--- src/rtl/coin_credit_collector_pkg.sv ---
// Shared vending-machine types: FSM states, coin codes and coin values.
// Pure declarations, no logic.
// Widths here are reused by the collector top level.
package vm_pkg;

  localparam int MONEY_W  = 7;
  localparam int TYPE_W   = 3;
  localparam int AMOUNT_W = 4;

  typedef enum logic [1:0] {
    ST_IDLE    = 2'd0,
    ST_COLLECT = 2'd1,
    ST_REQUEST = 2'd2,
    ST_REFUND  = 2'd3
  } state_e;

  typedef enum logic [1:0] {
    COIN_1  = 2'b00,
    COIN_2  = 2'b01,
    COIN_5  = 2'b10,
    COIN_10 = 2'b11
  } coin_e;

  // Face value of a coin code.
  function automatic logic [3:0] coin_value(input coin_e code);
    case (code)
      COIN_1:  return 4'd1;
      COIN_2:  return 4'd2;
      COIN_5:  return 4'd5;
      default: return 4'd10;
    endcase
  endfunction

endpackage

--- src/rtl/coin_credit_collector_inactivity_timer.sv ---
// Idle-cycle counter: counts enabled cycles since the last clear.
// expire is high on the TIMEOUT_CYCLES-th consecutive enabled, uncleared cycle.
// No handshake; clear has priority over enable.
module inactivity_timer #(
  parameter int TIMEOUT_CYCLES = 1000,
  parameter int TIMER_W        = 10
) (
  input  logic clk,
  input  logic rst_n,
  input  logic clear,
  input  logic enable,
  output logic expire
);

  localparam int                 LAST_I = TIMEOUT_CYCLES - 1;
  localparam logic [TIMER_W-1:0] LAST   = LAST_I[TIMER_W-1:0];

  logic [TIMER_W-1:0] count_q, count_d;

  // Next count: clear wins, otherwise advance while enabled.
  always_comb begin
    count_d = count_q;
    if (clear) begin
      count_d = '0;
    end else if (enable) begin
      count_d = count_q + TIMER_W'(1);
    end
  end

  // Count register with synchronous reset.
  always_ff @(posedge clk) begin
    if (!rst_n) begin
      count_q <= '0;
    end else begin
      count_q <= count_d;
    end
  end

  assign expire = enable && !clear && (count_q == LAST);

endmodule

--- src/rtl/coin_credit_collector.sv ---
// Coin collector: accumulates credit, latches a selection, issues one purchase request.
// Request appears one cycle after an accepted selection; refunds are one-cycle strobes.
// req_valid holds with stable payload until req_ready; coins are rejected while not collecting.
module coin_credit_collector
  import vm_pkg::*;
#(
  parameter int MAX_CREDIT     = 127,
  parameter int TIMEOUT_CYCLES = 1000,
  parameter int TIMER_W        = 10
) (
  input  logic                clk,
  input  logic                rst_n,
  input  logic                coin_valid,
  input  logic [1:0]          coin_code,
  input  logic                sel_valid,
  input  logic [TYPE_W-1:0]   sel_type,
  input  logic [AMOUNT_W-1:0] sel_amount,
  input  logic                cancel,
  output logic                req_valid,
  input  logic                req_ready,
  output logic [MONEY_W-1:0]  req_money,
  output logic [TYPE_W-1:0]   req_type,
  output logic [AMOUNT_W-1:0] req_amount,
  output logic                coin_reject,
  output logic                refund_valid,
  output logic [MONEY_W-1:0]  refund_amount,
  output logic                busy
);

  localparam logic [MONEY_W:0] MAX_SUM = MAX_CREDIT[MONEY_W:0];

  state_e                state_q, state_d;
  logic [MONEY_W-1:0]    credit_q, credit_d;
  logic [TYPE_W-1:0]     type_q, type_d;
  logic [AMOUNT_W-1:0]   amount_q, amount_d;
  logic                  coin_reject_q, coin_reject_d;

  logic [MONEY_W:0]      coin_sum;
  logic                  coin_fits;
  logic                  sel_take;
  logic                  coin_accept;
  logic                  timer_clear;
  logic                  timer_enable;
  logic                  timer_expire;

  // Sum is one bit wider than credit so an overflowing coin never wraps.
  assign coin_sum  = {1'b0, credit_q} + {4'b0000, coin_value(coin_e'(coin_code))};
  assign coin_fits = (coin_sum <= MAX_SUM);
  assign sel_take  = sel_valid && (sel_amount != '0);

  // A coin is taken only while collecting and only if nothing higher-priority wins the cycle.
  always_comb begin
    coin_accept = 1'b0;
    case (state_q)
      ST_IDLE:    coin_accept = coin_valid && coin_fits;
      ST_COLLECT: coin_accept = coin_valid && coin_fits && !cancel && !sel_take;
      default:    coin_accept = 1'b0;
    endcase
  end

  // Timer runs only in COLLECT and restarts on every accepted coin.
  assign timer_enable = (state_q == ST_COLLECT);
  assign timer_clear  = coin_accept || (state_q != ST_COLLECT);

  inactivity_timer #(
    .TIMEOUT_CYCLES (TIMEOUT_CYCLES),
    .TIMER_W        (TIMER_W)
  ) u_timer (
    .clk    (clk),
    .rst_n  (rst_n),
    .clear  (timer_clear),
    .enable (timer_enable),
    .expire (timer_expire)
  );

  // State register.
  always_ff @(posedge clk) begin
    if (!rst_n) begin
      state_q <= ST_IDLE;
    end else begin
      state_q <= state_d;
    end
  end

  // Next-state: cancel beats selection beats timeout within COLLECT.
  always_comb begin
    state_d = state_q;
    case (state_q)
      ST_IDLE: begin
        if (coin_accept) state_d = ST_COLLECT;
      end
      ST_COLLECT: begin
        if (cancel)            state_d = ST_REFUND;
        else if (sel_take)     state_d = ST_REQUEST;
        else if (timer_expire) state_d = ST_REFUND;
      end
      ST_REQUEST: begin
        if (req_ready) state_d = ST_IDLE;
      end
      default: state_d = ST_IDLE;
    endcase
  end

  // Moore outputs decoded from the state register only.
  always_comb begin
    req_valid    = 1'b0;
    refund_valid = 1'b0;
    busy         = 1'b1;
    case (state_q)
      ST_IDLE:    busy         = 1'b0;
      ST_REQUEST: req_valid    = 1'b1;
      ST_REFUND:  refund_valid = 1'b1;
      default:    busy         = 1'b1;
    endcase
  end

  // Datapath next values: credit, selection latches and the reject pulse.
  always_comb begin
    credit_d      = credit_q;
    type_d        = type_q;
    amount_d      = amount_q;
    coin_reject_d = coin_valid && !coin_accept;
    case (state_q)
      ST_IDLE: begin
        if (coin_accept) credit_d = coin_sum[MONEY_W-1:0];
      end
      ST_COLLECT: begin
        if (coin_accept) credit_d = coin_sum[MONEY_W-1:0];
        if (!cancel && sel_take) begin
          type_d   = sel_type;
          amount_d = sel_amount;
        end
      end
      ST_REQUEST: begin
        if (req_ready) credit_d = '0;
      end
      default: credit_d = '0;
    endcase
  end

  // Datapath registers with synchronous reset.
  always_ff @(posedge clk) begin
    if (!rst_n) begin
      credit_q      <= '0;
      type_q        <= '0;
      amount_q      <= '0;
      coin_reject_q <= 1'b0;
    end else begin
      credit_q      <= credit_d;
      type_q        <= type_d;
      amount_q      <= amount_d;
      coin_reject_q <= coin_reject_d;
    end
  end

  assign req_money     = credit_q;
  assign req_type      = type_q;
  assign req_amount    = amount_q;
  assign refund_amount = credit_q;
  assign coin_reject   = coin_reject_q;

endmodule
--- config.mk ---
export PLATFORM = sky130hd
export DESIGN_NAME = coin_credit_collector
export DESIGN_NICKNAME = d
export VERILOG_FILES = /design/src/rtl/coin_credit_collector_pkg.sv /design/src/rtl/coin_credit_collector_inactivity_timer.sv /design/src/rtl/coin_credit_collector.sv
export SDC_FILE = /design/constraint.sdc
export NUM_CORES = 1
export LEC_CHECK = 0
export ABC_AREA = 1
export CAP_MARGIN = 10
export CORE_ASPECT_RATIO = 1.1
export CORE_MARGIN = 4
export CORE_UTILIZATION = 52
export DETAILED_ROUTE_END_ITERATION = 8
export PLACE_DENSITY = 0.84
export SYNTH_ARGS = -nofsm -noshare
export SYNTH_HDL_FRONTEND = slang
export SYNTH_HIERARCHICAL = 1
export SYNTH_SLANG_ARGS = --single-unit
--- constraint.sdc ---
create_clock -name clk -period 6.05 [get_ports clk]
set_clock_uncertainty 0.1 [all_clocks]
set_input_delay 0.605 -clock clk [delete_from_list [all_inputs] [get_ports clk]]
set_output_delay 0.605 -clock clk [all_outputs]
set_load 0.02 [all_outputs]
; After elaboration in Yosys (flattened, before gate mapping)
; Cells that the tools add are included.
; Widths: inputs -> output; s select.
[word_totals]
register_bits = 27
input_bits = 15
output_inout_bits = 25
[classes]
add_sub_neg = 2
order_cmp = 1
eq_ne = 11
n_mux = 14
bitwise = 1
reduce_logical = 21
[ops]
columns = cell, count
row1 = $mux 7, 2
row2 = $pmux 7 s2, 1
row3 = $pmux 4 s3, 1
row4 = $add 10x1->10 const B, 1
row5 = $eq 10x10->1 const B, 1
row6 = $mux 2, 5
row7 = $add 7x4->8, 1
row8 = $le 8x7->1 const B, 1
row9 = $logic_and 1x1->1, 8
row10 = $eq 2x2->1 const B, 3
row11 = $pmux 2 s3, 1
row12 = $eq 2x1->1 const B, 2
row13 = $logic_not 1->1, 4
row14 = $logic_not 2->1, 2
row15 = $ne 2x1->1 const B, 2
row16 = $ne 2x2->1 const B, 2
row17 = $ne 4x4->1 const B, 1
row18 = $reduce_and 2->1, 2
row19 = $reduce_bool 4->1, 1
row20 = $reduce_or 2->1, 2
row21 = $mux 1, 3
row22 = $reduce_and 3->1, 1
row23 = $pmux 1 s2, 1
row24 = $logic_or 1x1->1, 1
row25 = $not 1->1, 1

; Logic depth before layout (Yosys ltp)
; Gate-level depths: netlist (run 1).
[logic_depth]
word_depth = 16
depth_mapped = 16
ltp_nobuf = 16

; Hierarchy
; The synthesis (run 1) kept the hierarchy.
[modules_own_cells]
columns = mod, instances, cells_per_inst, area_each_um2, seq_area_each_um2
row1 = coin_credit_collector, 1, 156, 1044.8, 340.3
row2 = inactivity_timer, 1, 74, 516.7, 200.2

; Least setup slack after synthesis (run 1)
; OpenSTA, ideal clock, no wires.
[synth_timing]
path_kind = input-to-reg
start = input port coin_code[0]
end = register state_q[0]
setup_time_ps = 120
t_arrival_ps = 2127
required_time_ps = 5830
setup_slack_ps = 3703
path_stages = 16
path_buffers = 0
cell_sequence = nand2_1 -> inv_1 -> ha_1 -> nand2_1 -> nor2_1 -> nand3_1 -> nand2_2 -> inv_2 -> nand2_4 -> nand2_1 -> inv_1 -> nand3_1 -> nor4_1 -> nor2_1 -> o21ai_0 -> nor2_1
[synth_via]
elab_chain_cells = 14
elab_cells_between_ends = 17
classes_between = 1 x add/sub / 1 x order compare / 4 x eq/ne / 2 x mux / 9 x reduce/logical
[synth_rtl]
columns = element, line
row1 = "start, declared", coin_credit_collector.sv:14  ; input logic [1:0] coin_code,
row2 = $eq 2x2->1 (tied with other cells), coin_credit_collector_pkg.sv:26  ; case (code)
row3 = $pmux 4 s3 (*), coin_credit_collector_pkg.sv:26
row4 = $add 7x4->8 (*), coin_credit_collector.sv:47  ; assign coin_sum = {1'b0, credit_q} + {4'b0000, coin_value(coin_e'(coin_code))};
row5 = $le 8x7->1 (*), coin_credit_collector.sv:48  ; assign coin_fits = (coin_sum <= MAX_SUM);
row6 = $logic_and 1x1->1 (*), "coin_credit_collector.sv:55, coin_credit_collector.sv:56"
row7 = $logic_and 1x1->1 (2 in a row), coin_credit_collector.sv:56  ; ST_COLLECT: coin_accept = coin_valid && coin_fits && !cancel && !sel_take;
row8 = $pmux 1 s2 (*), coin_credit_collector.sv:54  ; case (state_q)
row9 = $logic_or 1x1->1 (*), coin_credit_collector.sv:63  ; assign timer_clear = coin_accept || (state_q != ST_COLLECT);
row10 = named net timer_clear, coin_credit_collector.sv:42  ; logic timer_clear;
row11 = $logic_not 1->1 (*), coin_credit_collector_inactivity_timer.sv:39  ; assign expire = enable && !clear && (count_q == LAST);
row12 = $logic_and 1x1->1 (*) (2 in a row), coin_credit_collector_inactivity_timer.sv:39
row13 = named net timer_expire, coin_credit_collector.sv:44  ; logic timer_expire;
row14 = $ne 4x4->1 (no source line) (*), --
row15 = $reduce_and 3->1 (no source line) (*), --
row16 = "end signal, assigned", coin_credit_collector.sv:81  ; state_q <= state_d;
row17 = "end, declared", coin_credit_collector.sv:32  ; state_e state_q, state_d;
; Mark *: on every way through the listed nets, which the timed path passes. The rest lies on a longest branch.
; A chain may end at the register's enable or synchronous reset.

; Worst setup path after layout (run 1)
; Ends and elaborated chain as after synthesis.

==> tab_implementation.tex, run 1 <==
\begin{tabular}{lr}
\hline
Metric & Value \\
\hline
\multicolumn{2}{l}{\textbf{Run status}} \\
\quad Result of the run & completed \\
\multicolumn{2}{l}{\textbf{Clock tree}} \\
\quad TritonCTS Buffers & 3 \\
\quad Cells resized by post-CTS repair & 0 \\
\quad Clock input transition at the sequential cells of the worst setup and hold paths & between 0.1 and 0.15 ns \\
\quad Clock latency of the later-clocked register in the worst-skew pair & 0.33 ns \\
\quad Number of buffers on the longest clock path & 2 \\
\quad Clock sink count & 27 \\
\quad Root buffer selected by CTS & clkbuf\_4 \\
\quad Setup bufs post-CTS & 0 \\
\quad Hold\_buf cts & 0 \\
\quad Max H-tree Level & 1 \\
\quad CTS tree & done \\
\multicolumn{2}{l}{\textbf{Route}} \\
\quad Count of unresolved DRC violations after routing & 0 \\
\quad Via total after detailed routing & 1,464 \\
\quad Number of iterations in the first detailed-routing pass & 4 \\
\quad Detailed Route Iter0 Violations & between 60 and 70 \\
\quad Count of nets left with antenna violations after detail routing & 0 \\
\quad Routed WL per cell & about 11 um \\
\quad Final Routed Wirelength & 3192 um \\
\quad Via-per-instance ratio & between 4 and 5 \\
\multicolumn{2}{l}{\textbf{Floorplanning}} \\
\quad Ports placed on the boundary & 40 \\
\quad Initial Utilization & 0.5522 \\
\quad Floorplan die width & between 60 and 70 um \\
\quad Full die area & just under 4000 um2 \\
\quad Core Rows & 20 \\
\quad Core footprint & about 2800 um2 \\
\quad DIE HEIGHT & roughly 65 um \\
\multicolumn{2}{l}{\textbf{Placement}} \\
\quad GP Congestion & about 0.85 \\
\quad Placed Area & $\sim$1900 um2 \\
\quad Worst slack at placement & $\sim$3 ns \\
\quad Port bufs & 39 \\
\quad Estimated wirelength of the detail-placed design & about 2500 um \\
\multicolumn{2}{l}{\textbf{Timing}} \\
\quad FMAX & 361.0 MHz \\
\quad Number of hold-slack violations in the final timing report & 0 \\
\quad RSZ-0062 raised after global routing & false \\
\quad Number of endpoints failing setup at the final stage & 0 \\
\quad Max-slew violation count & 0 \\
\quad Final cycle utilization of the critical path & 0.4579 \\
\quad Rel. slew slack & 0.6134 \\
\quad Final sum of negative setup slack & 0 ns \\
\quad Actual slew at the worst max-slew pin & between 0.5 and 0.6 ns \\
\quad Shortest period the worst path allows & around 2.8 ns \\
\quad Slack of the critical path & approximately 3.3 ns \\
\multicolumn{2}{l}{\textbf{Yosys}} \\
\quad Flip-flop cell with the highest count after synthesis & dfxtp\_1 \\
\quad Post-synth top area share & 0.3462 \\
\quad Unique cell type count in the Yosys netlist & 29 \\
\quad Part of the Yosys area used for sequential elements & 0.3462 \\
\quad Count leader, synth & nand2\_1 \\
\quad Post-Synth Simple-Gate Area & 0.3518 \\
\quad Number of flops mapped to enable cells by yosys & 0 \\
\quad Post-synthesis instance total & 230 \\
\quad Synth Warn \# & 6 \\
\quad Post-synthesis net count & around 250 \\
\quad Share of synthesized cell area in full adder, half adder and majority cells & 0.05288 \\
\quad Combinational family with the most area after synthesis & simple AND/OR/NAND/NOR gates \\
\quad FF+latch count, synth & 27 \\
\quad Share of cell area taken by muxes after synthesis & 0 \\
\quad Area fraction in compound gates after synthesis & 0.1114 \\
\quad Proportion of synthesized flip-flops having asynchronous set or reset & 0 \\
\quad Post-synthesis cell area & 1561 um2 \\
\quad Xor/xnor cell area share of the yosys netlist & 0.01122 \\
\quad Commonest cells in the netlist & 42 x nand2\_1, 36 x nor2\_1, 27 x dfxtp\_1 \\
\quad Synth top area cells & dfxtp\_1 35\%, nand2\_1 10\%, nor2\_1 8.7\% \\
\quad Most area-hungry cell type in the Yosys netlist & dfxtp\_1 \\
\quad Mean area per synthesized cell & roughly 6.8 um2 \\
\multicolumn{2}{l}{\textbf{Final layout}} \\
\quad Ant. Diodes & 0 \\
\quad Fraction of final layout cells sized beyond drive strength 1 & 0.08779 \\
\quad Register area & 540.5 um2 \\
\quad Final instance area & just under 2000 um2 \\
\quad Layout area overhead & 24.28\% \\
\quad Count of nets after finishing & roughly 280 \\
\quad Fill cell count & between 200 and 300 \\
\quad Area of the multi-input gates & approximately 800 um2 \\
\multicolumn{2}{l}{\textbf{Pwr}} \\
\quad Power per cell area & approximately 200 nW/um2 \\
\quad Design Power & $\sim$0.39 mW \\
\quad Leakage & 0.7952 nW \\
\quad Max VDD drop & roughly 200 uV \\
\multicolumn{2}{l}{\textbf{GRT}} \\
\quad Pin count of the biggest net entering global routing & 16 \\
\quad Vias in the first global route & about 1,400 \\
\quad Wire length of the first global-routing pass & around 5700 um \\
\quad Initial antenna violation count & 0 \\
\quad GR Util All Layers & 0.1847 \\
\quad Sum of overflow across all layers after global routing & 0 \\
\multicolumn{2}{l}{\textbf{Critical path}} \\
\quad CP Class & in2reg \\
\quad CP Data Required Time & around 6.2 ns \\
\quad Arrival time at the worst endpoint & just under 3 ns \\
\quad Crit start category & primary input \\
\quad Cell chain of the critical path & clkdlybuf4s50\_1 -> nand2\_1 -> inv\_1 -> ha\_1 -> nand2\_1 -> nor2\_1 -> nand3\_1 -> nand2\_2 -> inv\_2 -> nand2\_4 -> nand2\_1 -> inv\_1 -> nand3\_1 -> nor4\_1 -> nor2\_1 -> o21ai\_0 -> nor2\_1 \\
\quad Peak fanout along the critical path & 9 \\
\quad Max incr delay on CP & a little over 0.5 ns \\
\quad Critical path capture point type & flip-flop \\
\quad Slowest stage cell, crit path & clkdlybuf4s50\_1 \\
\multicolumn{2}{l}{\textbf{Min path}} \\
\quad Path category of the worst min-delay check & reg2reg \\
\multicolumn{2}{l}{\textbf{Job}} \\
\quad Maxcap violations & 0 \\
\hline
\end{tabular}
-- registers in the layout (all words and copies together), names as in the netlist --
signal / count
u_timer/count_q: 10
refund_amount: 7
req_amount: 4
req_type: 3
state_q: 2
coin_reject: 1
-- cell families (layout without fill, tap and decap cells) --
| group | after synthesis | count (layout) |
|---|---|---|
| AOI/OAI and AO/OA | 34 | 34 |
| xor gates and xnor gates | 2 | 2 |
| adders and majority gates | 6 | 6 |
| buffers and inverters | 41 | 73 |
| DFF | 27 | 27 |
| and+or+nand+nor | 120 | 120 |
-- area by class of cell --
cell class                      count  share of cell area
Multi-Input combinational cell    162              0.4242
Inverter                           30             0.06061
Sequential cell                    27              0.2785
Tap cell                           33             0.02128
Timing Repair Buffer               39              0.2012
Clock buffer                        3             0.01161
Clock inverter                      1            0.002579
-- cells in the final DEF (no fill, tap or decap), types with 5 or more instances in the layout --
| cell | count |
|---|---|
| clkdlybuf4s50_1 | 39 |
| dfxtp_1 | 27 |
| a21oi_1 | 18 |
| nand2_1 | 42 |
| nand2_2 | 7 |
| inv_1 | 25 |
| nor2_1 | 36 |
| nand3_1 | 22 |
| o21ai_0 | 14 |
| ha_1 | 5 |
-- per-stage QoR --
stage | util | hold WS, ns | std cells
2_1_floorplan | - | 0.3740 | 230
3_3_place_gp | 0.6765 | 0.3681 | 291
3_5_place_dp | 0.6765 | 0.3766 | 291
4_1_cts | 0.6863 | 0.4020 | 295
5_1_grt | 0.6863 | 0.4170 | 295
6_report | 0.6863 | 0.4022 | 295
-- report_power, final --
| group | internal [mW] | leakage (nW) | switching, mW | total [mW] |
|---|---|---|---|---|
| Combinational | 0.0504 | 0.558 | 0.0621 | 0.113 |
| Clock | 0.0248 | 0.0177 | 0.0533 | 0.0782 |
| Sequential | 0.187 | 0.219 | 0.0105 | 0.197 |
-- critical path: cells and delay by family --
kind | cells | cell delay [ns]
compound gates | 1 | 0.16
fa+ha+maj | 1 | 0.34
buf+inv | 4 | 0.67
simple gates | 11 | 1.11
-- path summary, 6_finish.rpt --
kind	from	endpoint	slack, ns	cells past startpoint
worst min-delay path	req_type[1]	req_type[1]	0.40	2
worst min register to register	req_type[1]	req_type[1]	0.40	2
worst max-delay path	coin_code[0]	state_q[0]	3.28	17
worst max register to register	refund_amount[3]	state_q[0]	3.83	14
-- metal layers --
metal | track usage | share of wire | routed length [um]
met5 | 0 | 0 | 0
met4 | 0.07756 | 0.016 | 51
met3 | 0.03536 | 0.050 | 160
met2 | 0.3081 | 0.47 | 1507
met1 | 0.2271 | 0.46 | 1473
Power figures use the tool's default switching activity.
==> run 2: changes to the inputs <==
CORE_UTILIZATION = 44   (was 52)
PLACE_DENSITY = 0.76   (was 0.84)
clock period = 2.32 ns   (was 6.05 ns; I/O delays follow)
==> run 2 against run 1 <==
Effect of this change: wire length up 2.6%; combinational power grew to 2.8 times the previous value; via count rose by 5.3%; clock power rose to 2.6 times the previous value; non-clock buffer count grew 9; final cell count is 8.1% higher; design area increased by 4.4%; sequential share of layout area down 1.2 points; worst setup slack lost 3.1 ns; hold slack got worse by 0.032 ns; first-iteration DRC count is 50% higher; count of clock-buffer cells in the layout is 1 higher.
==> tab_implementation.tex, run 2 (synthesis results as in run 1) <==
\begin{tabular}{lr}
\hline
Metric & Value \\
\hline
\multicolumn{2}{l}{\textbf{Run status}} \\
\quad Result of the run & completed \\
\multicolumn{2}{l}{\textbf{Clock tree}} \\
\quad Clock input transition at the sequential cells of the worst setup and hold paths & between 0.1 and 0.15 ns \\
\quad Number of buffers on the longest clock path & 2 \\
\quad Setup bufs post-CTS & 0 \\
\quad Max H-tree Level & 1 \\
\quad Cells resized by post-CTS repair & 0 \\
\quad TritonCTS Buffers & 3 \\
\quad Hold\_buf cts & 0 \\
\quad Root buffer selected by CTS & clkbuf\_4 \\
\quad Clock sink count & 27 \\
\quad CTS tree & done \\
\quad Clock latency of the later-clocked register in the worst-skew pair & around 0.32 ns \\
\multicolumn{2}{l}{\textbf{Timing}} \\
\quad Slack of the critical path & between 0.15 and 0.2 ns \\
\quad Final cycle utilization of the critical path & 0.9222 \\
\quad Shortest period the worst path allows & $\sim$2.1 ns \\
\quad Number of hold-slack violations in the final timing report & 0 \\
\quad Max-slew violation count & 0 \\
\quad RSZ-0062 raised after global routing & false \\
\quad Final sum of negative setup slack & 0 ns \\
\quad Worst hold margin & $\sim$0.37 ns \\
\quad Number of endpoints failing setup at the final stage & 0 \\
\quad Rel. slew slack & 0.5522 \\
\quad FMAX & approximately 470 MHz \\
\quad Actual slew at the worst max-slew pin & 0.6672 ns \\
\multicolumn{2}{l}{\textbf{Critical path}} \\
\quad Critical path capture point type & flip-flop \\
\quad Arrival time at the worst endpoint & 2.26 ns \\
\quad Peak fanout along the critical path & 3 \\
\quad CP Data Required Time & between 2 and 2.5 ns \\
\quad Crit start category & primary input \\
\quad Depth of the worst register-to-register path & 14 \\
\quad CP Class & in2reg \\
\multicolumn{2}{l}{\textbf{GRT}} \\
\quad Wire length of the first global-routing pass & just under 6000 um \\
\quad Met3 Usage GRT & 0.03215 \\
\quad Initial antenna violation count & 0 \\
\quad Pin count of the biggest net entering global routing & 15 \\
\quad Routing usage on met2 & 0.2705 \\
\quad GR Util All Layers & 0.1541 \\
\quad Vias in the first global route & around 1,400 \\
\quad Global-route met1 utilization & 0.1869 \\
\quad Sum of overflow across all layers after global routing & 0 \\
\quad Most used routing layer in global routing & met2 \\
\multicolumn{2}{l}{\textbf{Route}} \\
\quad Final Routed Wirelength & roughly 3300 um \\
\quad Routed WL per cell & approximately 10 um \\
\quad Detailed Route Iter0 Violations & 99 \\
\quad Count of unresolved DRC violations after routing & 0 \\
\quad Via total after detailed routing & 1,542 \\
\quad Number of iterations in the first detailed-routing pass & 4 \\
\quad Count of nets left with antenna violations after detail routing & 0 \\
\quad Via-per-instance ratio & 4.834 \\
\multicolumn{2}{l}{\textbf{Floorplanning}} \\
\quad Floorplan die width & between 60 and 70 um \\
\quad Initial Utilization & 0.4612 \\
\quad Ports placed on the boundary & 40 \\
\quad Full die area & 4567 um2 \\
\quad DIE HEIGHT & slightly above 70 um \\
\quad Core Rows & 22 \\
\quad Core footprint & approximately 3400 um2 \\
\multicolumn{2}{l}{\textbf{Job}} \\
\quad Maxcap violations & 0 \\
\multicolumn{2}{l}{\textbf{Final layout}} \\
\quad Fill cell count & 350 \\
\quad Count of nets after finishing & between 200 and 300 \\
\quad Ant. Diodes & 0 \\
\quad Largest register FFs & 10 \\
\quad Most common cell after layout, fill and taps aside & nand2\_1 \\
\quad Final instance area & roughly 2000 um2 \\
\quad Biggest register & u\_timer/count\_q \\
\quad Layout area overhead & 29.73\% \\
\quad Fraction of final layout cells sized beyond drive strength 1 & 0.1144 \\
\quad Leading cell types in the layout, fill and taps excluded & 42 x nand2\_1, 39 x clkdlybuf4s50\_1, 36 x nor2\_1 \\
\multicolumn{2}{l}{\textbf{Pwr}} \\
\quad Max VDD drop & roughly 240 uV \\
\quad Leakage & roughly 0.84 nW \\
\quad Power per cell area & $\sim$500 nW/um2 \\
\quad Design Power & 1.027 mW \\
\multicolumn{2}{l}{\textbf{Placement}} \\
\quad Estimated wirelength of the detail-placed design & between 2000 and 3000 um \\
\quad Port bufs & 39 \\
\quad Worst slack at placement & -0.1551 ns \\
\quad Placed Area & roughly 2000 um2 \\
\quad GP Congestion & between 0.8 and 0.9 \\
\multicolumn{2}{l}{\textbf{Min path}} \\
\quad Cell depth of the worst hold path & 3 \\
\quad Path category of the worst min-delay check & in2reg \\
\hline
\end{tabular}
[run 2: changes by cell type in the layout (fill, tap and decap cells not counted), sizes merged]
cell and change:
clkinv -1, clkbuf +1, buf +9
[run 2: final timing paths]
check	start	slack (ns)	to
worst max-delay path	coin_code[0]	0.18	state_q[0]
worst min-delay path	sel_amount[2]	0.37	req_amount[2]
worst max register to register	refund_amount[3]	0.26	state_q[0]
worst min register to register	req_type[1]	0.40	req_type[1]
[run 2: power by group]
part | switching [mW] | internal, mW | leakage (nW)
clock | 0.133 | 0.0672 | 0.0150
sequential | 0.0282 | 0.487 | 0.219
combinational | 0.165 | 0.146 | 0.602
[run 2: worst max-delay path, stage by stage]
cell             delay (ns)
clkdlybuf4s50_1        0.44
buf_4                  0.16
ha_1                   0.26
nand2_1                0.05
nand2_1                0.09
nand3_1                0.09
nand2_2                0.08
inv_2                  0.04
nand2_4                0.05
nand2_1                0.04
inv_1                  0.08
nand3_1                0.07
nor4_1                 0.26
nor2_1                 0.08
o21ai_0                0.16
nor2_1                 0.05
[run 2: final cells by class]
type / count / area (um2) / area share
multi-input cells: 162 / 823.3 / 0.4064
flip-flops and latches: 27 / 540.5 / 0.2668
repair buffers: 48 / 457.9 / 0.2261
inverters: 30 / 117.6 / 0.05806
well taps: 48 / 60.06 / 0.02965
clock buffers: 4 / 26.28 / 0.01297
[run 2: layer usage]
layer / vias up / share of wire
met5: - / 0
met4: 0 / 0.0055
met3: 2 / 0.051
met2: 40 / 0.49
met1: 695 / 0.45
li1: 805 / -
[run 2: through the flow]
| stage | util | std cells |
|---|---|---|
| after floorplan | - | 230 |
| after global placement | 0.5905 | 315 |
| after detailed placement | 0.5905 | 315 |
| after CTS | 0.5983 | 319 |
| after global routing | 0.5983 | 319 |
| final | 0.5983 | 319 |
